===== src/rtl/eq_gain_scheduler_if.sv =====
// Handshake and configuration bundle for the equalizer gain/mix scheduler.
// The master side is the band filter bank plus the gain configuration source.
interface eq_gain_scheduler_if;
    logic               in_valid;
    logic               in_ready;
    logic [127:0]       data_in;
    logic               cfg_we;
    logic [2:0]         cfg_addr;
    logic [7:0]         cfg_gain;
    logic signed [20:0] data_out;
    logic               out_valid;
    logic               busy;

    modport master (
        output in_valid, data_in, cfg_we, cfg_addr, cfg_gain,
        input  in_ready, data_out, out_valid, busy
    );

    modport slave (
        input  in_valid, data_in, cfg_we, cfg_addr, cfg_gain,
        output in_ready, data_out, out_valid, busy
    );
endinterface


===== src/rtl/eq_gain_scheduler.sv =====
// Sequenced per-band gain and mix for the 8-band equalizer output stage.
// One shared multiplier walks bands 0..7 and accumulates Q2.6-scaled terms.
module eq_gain_scheduler #(
    parameter int NBANDS    = 8,
    parameter int GAIN_FRAC = 6
) (
    input logic                clk,
    input logic                rst_n,
    eq_gain_scheduler_if.slave bus
);
    typedef enum logic {
        IDLE = 1'b0,
        RUN  = 1'b1
    } state_t;

    localparam logic [7:0] UNITY = 8'(1 << GAIN_FRAC);

    state_t             state_q, state_d;
    logic [2:0]         idx_q, idx_d;
    logic signed [20:0] acc_q, acc_d;
    logic signed [20:0] data_out_q, data_out_d;
    logic               out_valid_q, out_valid_d;
    logic [127:0]       frame_q, frame_d;
    logic [7:0]         shadow_q [NBANDS];
    logic [7:0]         shadow_d [NBANDS];
    logic [7:0]         active_q [NBANDS];
    logic [7:0]         active_d [NBANDS];

    // The single shared multiplier: current band sample times zero-extended gain.
    logic signed [15:0] sample;
    logic signed [8:0]  gain_s;
    logic signed [24:0] product;
    logic signed [20:0] term;

    assign sample  = frame_q[{idx_q, 4'b0000} +: 16];
    assign gain_s  = {1'b0, active_q[idx_q]};
    assign product = sample * gain_s;
    assign term    = 21'(product >>> GAIN_FRAC);

    always_comb begin
        // NOTE: every signal gets a default before the case so no path leaves it unassigned (no latches).
        state_d     = state_q;
        idx_d       = idx_q;
        acc_d       = acc_q;
        data_out_d  = data_out_q;
        out_valid_d = 1'b0;
        frame_d     = frame_q;
        shadow_d    = shadow_q;
        active_d    = active_q;

        if (bus.cfg_we) begin
            shadow_d[bus.cfg_addr] = bus.cfg_gain;
        end

        case (state_q)
            IDLE: begin
                if (bus.in_valid) begin
                    frame_d  = bus.data_in;
                    active_d = shadow_q;  // old shadow: a same-edge cfg write waits for the next frame
                    acc_d    = '0;
                    idx_d    = '0;
                    state_d  = RUN;
                end
            end
            RUN: begin
                acc_d = acc_q + term;
                idx_d = idx_q + 3'd1;
                if (idx_q == 3'd7) begin
                    data_out_d  = acc_q + term;
                    out_valid_d = 1'b1;
                    state_d     = IDLE;
                end
            end
            default: state_d = IDLE;
        endcase
    end

    // NOTE: sequential state uses non-blocking assignments so all flops update together on the edge.
    always_ff @(posedge clk or negedge rst_n) begin
        if (!rst_n) begin
            state_q     <= IDLE;
            idx_q       <= '0;
            acc_q       <= '0;
            data_out_q  <= '0;
            out_valid_q <= 1'b0;
            // NOTE: the gain banks are small register arrays that must come out of reset at unity, so they are reset.
            for (int k = 0; k < NBANDS; k++) begin
                shadow_q[k] <= UNITY;
                active_q[k] <= UNITY;
            end
        end else begin
            state_q     <= state_d;
            idx_q       <= idx_d;
            acc_q       <= acc_d;
            data_out_q  <= data_out_d;
            out_valid_q <= out_valid_d;
            shadow_q    <= shadow_d;
            active_q    <= active_d;
        end
    end

    // Frame samples are only read in RUN after a capture, so they need no reset.
    always_ff @(posedge clk) begin
        frame_q <= frame_d;
    end

    assign bus.in_ready  = (state_q == IDLE);
    assign bus.busy      = (state_q == RUN);
    assign bus.data_out  = data_out_q;
    assign bus.out_valid = out_valid_q;
endmodule


===== src/flat_wrapper.sv =====
// flat-port wrapper written by rule: the top's interface ports become plain ports
module eq_gain_scheduler_flat 
#(
    parameter int NBANDS    = 8,
    parameter int GAIN_FRAC = 6
)
  (clk, rst_n, bus_in_valid, bus_data_in, bus_cfg_we, bus_cfg_addr, bus_cfg_gain, bus_in_ready, bus_data_out, bus_out_valid, bus_busy);
  eq_gain_scheduler_if bus_i ();
  input logic clk;
  input logic rst_n;
  input wire logic [$bits(bus_i.in_valid)-1:0] bus_in_valid;
  input wire logic [$bits(bus_i.data_in)-1:0] bus_data_in;
  input wire logic [$bits(bus_i.cfg_we)-1:0] bus_cfg_we;
  input wire logic [$bits(bus_i.cfg_addr)-1:0] bus_cfg_addr;
  input wire logic [$bits(bus_i.cfg_gain)-1:0] bus_cfg_gain;
  output wire logic [$bits(bus_i.in_ready)-1:0] bus_in_ready;
  output wire logic [$bits(bus_i.data_out)-1:0] bus_data_out;
  output wire logic [$bits(bus_i.out_valid)-1:0] bus_out_valid;
  output wire logic [$bits(bus_i.busy)-1:0] bus_busy;
  assign bus_i.in_valid = bus_in_valid;
  assign bus_i.data_in = bus_data_in;
  assign bus_i.cfg_we = bus_cfg_we;
  assign bus_i.cfg_addr = bus_cfg_addr;
  assign bus_i.cfg_gain = bus_cfg_gain;
  assign bus_in_ready = bus_i.in_ready;
  assign bus_data_out = bus_i.data_out;
  assign bus_out_valid = bus_i.out_valid;
  assign bus_busy = bus_i.busy;
  eq_gain_scheduler #(.NBANDS(NBANDS), .GAIN_FRAC(GAIN_FRAC)) u_core (.clk(clk), .rst_n(rst_n), .bus(bus_i));
endmodule

===== config.mk =====
export PLATFORM = sky130hd
export DESIGN_NAME = eq_gain_scheduler_flat
export DESIGN_NICKNAME = d
export VERILOG_FILES = /design/src/rtl/eq_gain_scheduler_if.sv /design/src/rtl/eq_gain_scheduler.sv /design/src/flat_wrapper.sv
export SDC_FILE = /design/constraint.sdc
export NUM_CORES = 1
export LEC_CHECK = 0
export ABC_AREA = 1
export CORE_MARGIN = 2
export CORE_UTILIZATION = 35
export DETAILED_ROUTE_END_ITERATION = 6
export GPL_TIMING_DRIVEN = 0
export PLACE_DENSITY = 0.6
export SLEW_MARGIN = 20
export SYNTH_ARGS = -nofsm -noshare
export SYNTH_HDL_FRONTEND = slang
export SYNTH_SLANG_ARGS = --single-unit

===== constraint.sdc =====
create_clock -name clk -period 6.9 [get_ports clk]
set_input_delay 1.035 -clock clk [delete_from_list [all_inputs] [get_ports clk]]
set_output_delay 1.035 -clock clk [all_outputs]
set_load 0.02 [all_outputs]

# Word level (Yosys, flattened, before mapping)
# Index checks and enable logic that the tools add are counted.
classes:
  order_cmp: 3
  n_mux: 15
  eq_ne: 2
  bitwise: 3
  n_mul: 1
  shift: 1
  add_sub_neg: 2
  n_reduce_logical: 3
op_table:
  columns: ["cell", "n"]
  rows:
  - ["variable part select 128 x 8 -> 16 bit", 1]
  - ["bitwise mux 64 bit", 1]
  - ["case mux 21 bit (2 select lines)", 1]
  - ["multiplier 16 x 9 -> 25 bit", 1]
  - ["binary-select mux 8 bit (select 3 bit)", 1]
  - ["demux 8 bit (select 3 bit)", 1]
  - ["two-way mux 8 bit", 3]
  - ["adder 21 x 19 -> 21 bit", 1]
  - ["two-way mux 21 bit", 1]
  - [">= comparator 4 bit (second input constant)", 2]
  - ["inverter 3 -> 4 bit", 2]
  - ["case mux 3 bit (2 select lines)", 1]
  - ["< comparator 4 x 1 -> 1 bit (second input constant)", 1]
  - ["two-way mux 1 bit", 4]
  - ["AND reduction 2 bit", 2]
  - ["adder 3 x 1 -> 3 bit (second input constant)", 1]
  - ["equality test 3 bit (second input constant)", 1]
  - ["two-way mux 3 bit", 1]
  - ["!= test 2 bit (second input constant)", 1]
  - ["case mux 1 bit (2 select lines)", 1]
  - ["logical AND 1 bit", 1]
  - ["inverter 1 bit", 1]
word_totals:
  reg_bits: 303
  output_inout_bits: 24

# Logic depth before layout (Yosys ltp)
depth:
  word_depth: 7
  depth_mapped: 42
  depth_no_buf: 40

# Worst setup path before layout
# Ideal clock, no wire load.
synth_path:
  path_type: "reg2reg"
  startpoint: "register u_core.idx_q[0]"
  endpoint: "register u_core.acc_q[15]"
  stages_incl_launch_ff: 32
  setup_slack_ps: 168
  required_time_ps: 6778
  arrival_time_ps: 6611
  synth_period_minus_slack_ps: 6732
  cell_sequence: "dfrtp_1 buf_6 inv_6 buf_6 clkbuf_1 nor2_1 o22ai_1 inv_1 o21ai_1 buf_2 nand2_1 fa_1 inv_1 fa_1 inv_1 fa_1 fa_1 inv_1 ha_1 a21oi_1 nand2_4 a21o_1 xor2_1 ha_1 a21oi_1 o21ai_0 a21oi_1 inv_1 a21oi_1 o21bai_1 or2_2 a32o_1"
synth_between:
  elab_chain_len: 7
  elab_cells_between_ends: 8
  classes_between: "add/sub: 1; mul: 1; shift: 1; mux: 4; bitwise: 1"
synth_rtl:
  columns: ["item", "line", "text"]
  rows:
  - ["start: declaration", "eq_gain_scheduler.sv:19", "logic [2:0] idx_q, idx_d;"]
  - ["start signal: assignment", "eq_gain_scheduler.sv:93", "idx_q <= idx_d;"]
  - ["parallel branches: the longest is 4 deep, another holds variable part select 128 x 8 -> 16 bit", null, null]
  - ["multiplier 16 x 9 -> 25 bit *", "eq_gain_scheduler.sv:37", "assign product = sample * gain_s;"]
  - ["adder 21 x 19 -> 21 bit *", "eq_gain_scheduler.sv:66", "acc_d = acc_q + term;"]
  - ["case mux 21 bit (2 select lines) *", "eq_gain_scheduler.sv:55", "case (state_q)"]
  - ["end signal: assignment", "eq_gain_scheduler.sv:83", "acc_q <= '0;"]
  - ["end signal: assignment", "eq_gain_scheduler.sv:94", "acc_q <= acc_d;"]
  - ["end: declaration", "eq_gain_scheduler.sv:20", "logic signed [20:0] acc_q, acc_d;"]
# Mark *: on every way between the ends. The select of a mux whose other input is x is not followed.
# A chain may end at the register's enable or synchronous reset.

# Worst setup path after layout
# Ends and elaborated chain as after synthesis.

==> results.toml <==
[route]
wire_per_inst_um = 17.9
route.vias.total = 14600
drc = 0
drt_wl_total_mm = 52.7
ant_nets = 0
drt_iter0_markers = 962
viasPerCell = 4.95
drt_pre_antenna_iters = 7

[synth]
syn_nets = 2256
ys_types = 45
synth_cells = 1939
ys.flop_type = "dfrtp_1"
seq_area_frac_synth_pct = 46.7
synth_top_area_share_pct = 22.5
synth_top_area_cell = "dfrtp_1"
postSynthAreaPerCell_sq_um = 9.11
synthTopCellsByArea = "dfrtp_1, edfxtp_1, fa_1"
synth-edff-count = 128
yosys_warnings = 0
yosys_register_bits = 303
syn_area_sq_um = 17700
ys_async_sr_fraction_pct = 57.8

[sta]
hold_viol = 0
slew_viol_final = 0
fmaxAchievable_mhz = 147
max_slew_margin_pct = 50.3
fin_worst_skew_ns = 0.0296
min_period_ns = 6.82
period_share_pct = 98.9
setup_viol = 0
worst_pin_slew_ns = 0.739
rsz0062_at_grt = "yes"

[clock_tree]
ctsHoldBuffers = 0
cts.sinks = 303
clk_path_buf_depth = 3
cts_buffers = 37
clock_latency_ns = 0.57
cts_root_buffer = "clkbuf_16"
htree_num_levels = 2
clk_pin_slew_ns = 0.06
cts_tree = "yes"

[grt]
grt-ovfl-total = 0
grt_pass1_vias = 14700
grt_pass1_wl_mm = 79.7
antenna_found_initial = 0
grt.total_usage_pct = 19.3
grt_max_degree = 100

[place]
dp_hpwl_mm = 38.1
portBuffers = 166
place_congestion = 0.877
placed_area_sq_um = 20300

[worst_setup_path]
crit_path_frequent_cell = "fa_1"
cp_num_buf_inv = 13
cp.required_ns = 7.35
cp_num_cells = 36
startpoint_type = "flop"
crit_slowest_cell = "fa_1"
slowest_delay_ns = 0.51
crit_type = "reg -> reg"
path_delay_family = "adder cells"
cp-end-kind = "flop"
r2r_cells = 36
crit_fanout = 6
worstPathArrival_ns = 7.27

[die]
dieArea_sq_um = 52300
initial_core_util_pct = 35.4
pin_count = 167
row_count = 82
coreArea_sq_um = 50000
fp.dieH_um = 229
die_w_um = 229

[run_status]
outcome = "finished, final reports clean"

[hold_path]
worstHoldPathType = "in -> async"

[finish]
fillCellCount = 4609
drive_above_1_share_pct = 21.8
final_nets = 2560
area_growth_syn_to_layout_pct = 36.8
final_cell_area_sq_um = 24200
mostFrequentLayoutCell = "nand2_1"
multi_input_area_sq_um = 9640
final_cell_mix = "nand2_1, inv_1, o21ai_0"
regArea_sq_um = 8240

[run]
maxCapViolations = 0
flip-flops by register name, summed over array words and instances (netlist names):
name,cells
u_core.shadow_q,64
u_core.idx_q,3
u_core.frame_q,128
u_core.active_q,64
u_core.bus.out_valid,1
u_core.acc_q,21
u_core.bus.busy,1
u_core.bus.data_out,21
final cells by class:
type / count / area share [%]
multi-input cells: 1288 / 39.9
flip-flops and latches: 303 / 34.1
repair buffers: 265 / 10.7
inverters: 278 / 4.46
clock buffers: 53 / 4.29
well taps: 672 / 3.48
plain buffers: 70 / 2.49
clock inverters: 14 / 0.564
diodes: 1 / 0.0104
repair_timing:
action / 4_1_cts / 5_1_grt
buffers inserted: 43 / 52
pin swaps: 45 / 137
setup endpoints to repair: 38 / 28
gates cloned: 0 / 3
resized for setup: 232 / 266
final timing paths:
path / from / to / slack [ns]
setup reg to reg: u_core.idx_q[0]$_DFFE_PN0P_ / u_core.acc_q[15]$_DFFE_PN0P_ / 0.08
setup / recovery: u_core.idx_q[0]$_DFFE_PN0P_ / u_core.acc_q[15]$_DFFE_PN0P_ / 0.08
hold reg to reg: u_core.shadow_q[22]$_DFFE_PN1P_ / u_core.active_q[22]$_DFFE_PN1P_ / 0.44
max in group asynchronous: rst_n / u_core.shadow_q[6]$_DFFE_PN1P_ / 5.47
min in group clk: u_core.shadow_q[22]$_DFFE_PN1P_ / u_core.active_q[22]$_DFFE_PN1P_ / 0.44
hold / removal: rst_n / u_core.bus.out_valid$_DFF_PN0_ / 0.43
logic make-up (layout without fill, tap and decap cells):
kind of cell / after synthesis / after routing / synth area share, %
AND/OR/NAND/NOR: 715 / 715 / 16.0
XOR/XNOR: 35 / 35 / 1.74
adder cells (fa/ha/maj): 174 / 174 / 16.7
AO/OA/AOI/OAI: 364 / 364 / 11.2
flip-flops: 303 / 303 / 46.7
other: 0 / 1 / 0
buffers and inverters: 348 / 680 / 7.73
routing by layer:
metal  GRT usage [%]  vias to the layer above  wire [um]
li1                -                     6855          -
met1            24.3                     7187      21600
met2            33.6                      422      26500
met3            2.86                       96       2720
met4            7.31                        0       1820
met5               0                        -          0
per-stage QoR:
| step | cells | TNS (ns) | setup slack, ns | utilization (%) | hold slack (ns) |
|---|---|---|---|---|---|
| final | 2944 | 0 | 0.0778 | 48.4 | 0.427 |
| after floorplan | 1939 | 0 | 0.168 | - | 0.437 |
| after global routing | 2943 | -3.33 | -0.220 | 48.4 | 0.479 |
| after CTS | 2889 | 0 | 0.00581 | 45.5 | 0.446 |
| after detailed placement | 2780 | -38.06 | -1.54 | 40.5 | 0.454 |
| after global placement | 2777 | -594.15 | -2.43 | 40.4 | 0.451 |
cells in the mapped netlist (all sizes together) (13+ instances only):
cell type,instances
o21ai,249
o22ai,41
xor2,22
xnor2,13
inv,278
buf,20
nand2,466
nand3,45
edfxtp,128
ha,72
dfstp,16
fa,102
a21oi,51
nor2,181
clkbuf,50
dfrtp,159
Power is left out: the tool's default activity adds up to more than one toggle a clock period on the data nets, which glitch-free logic cannot reach.
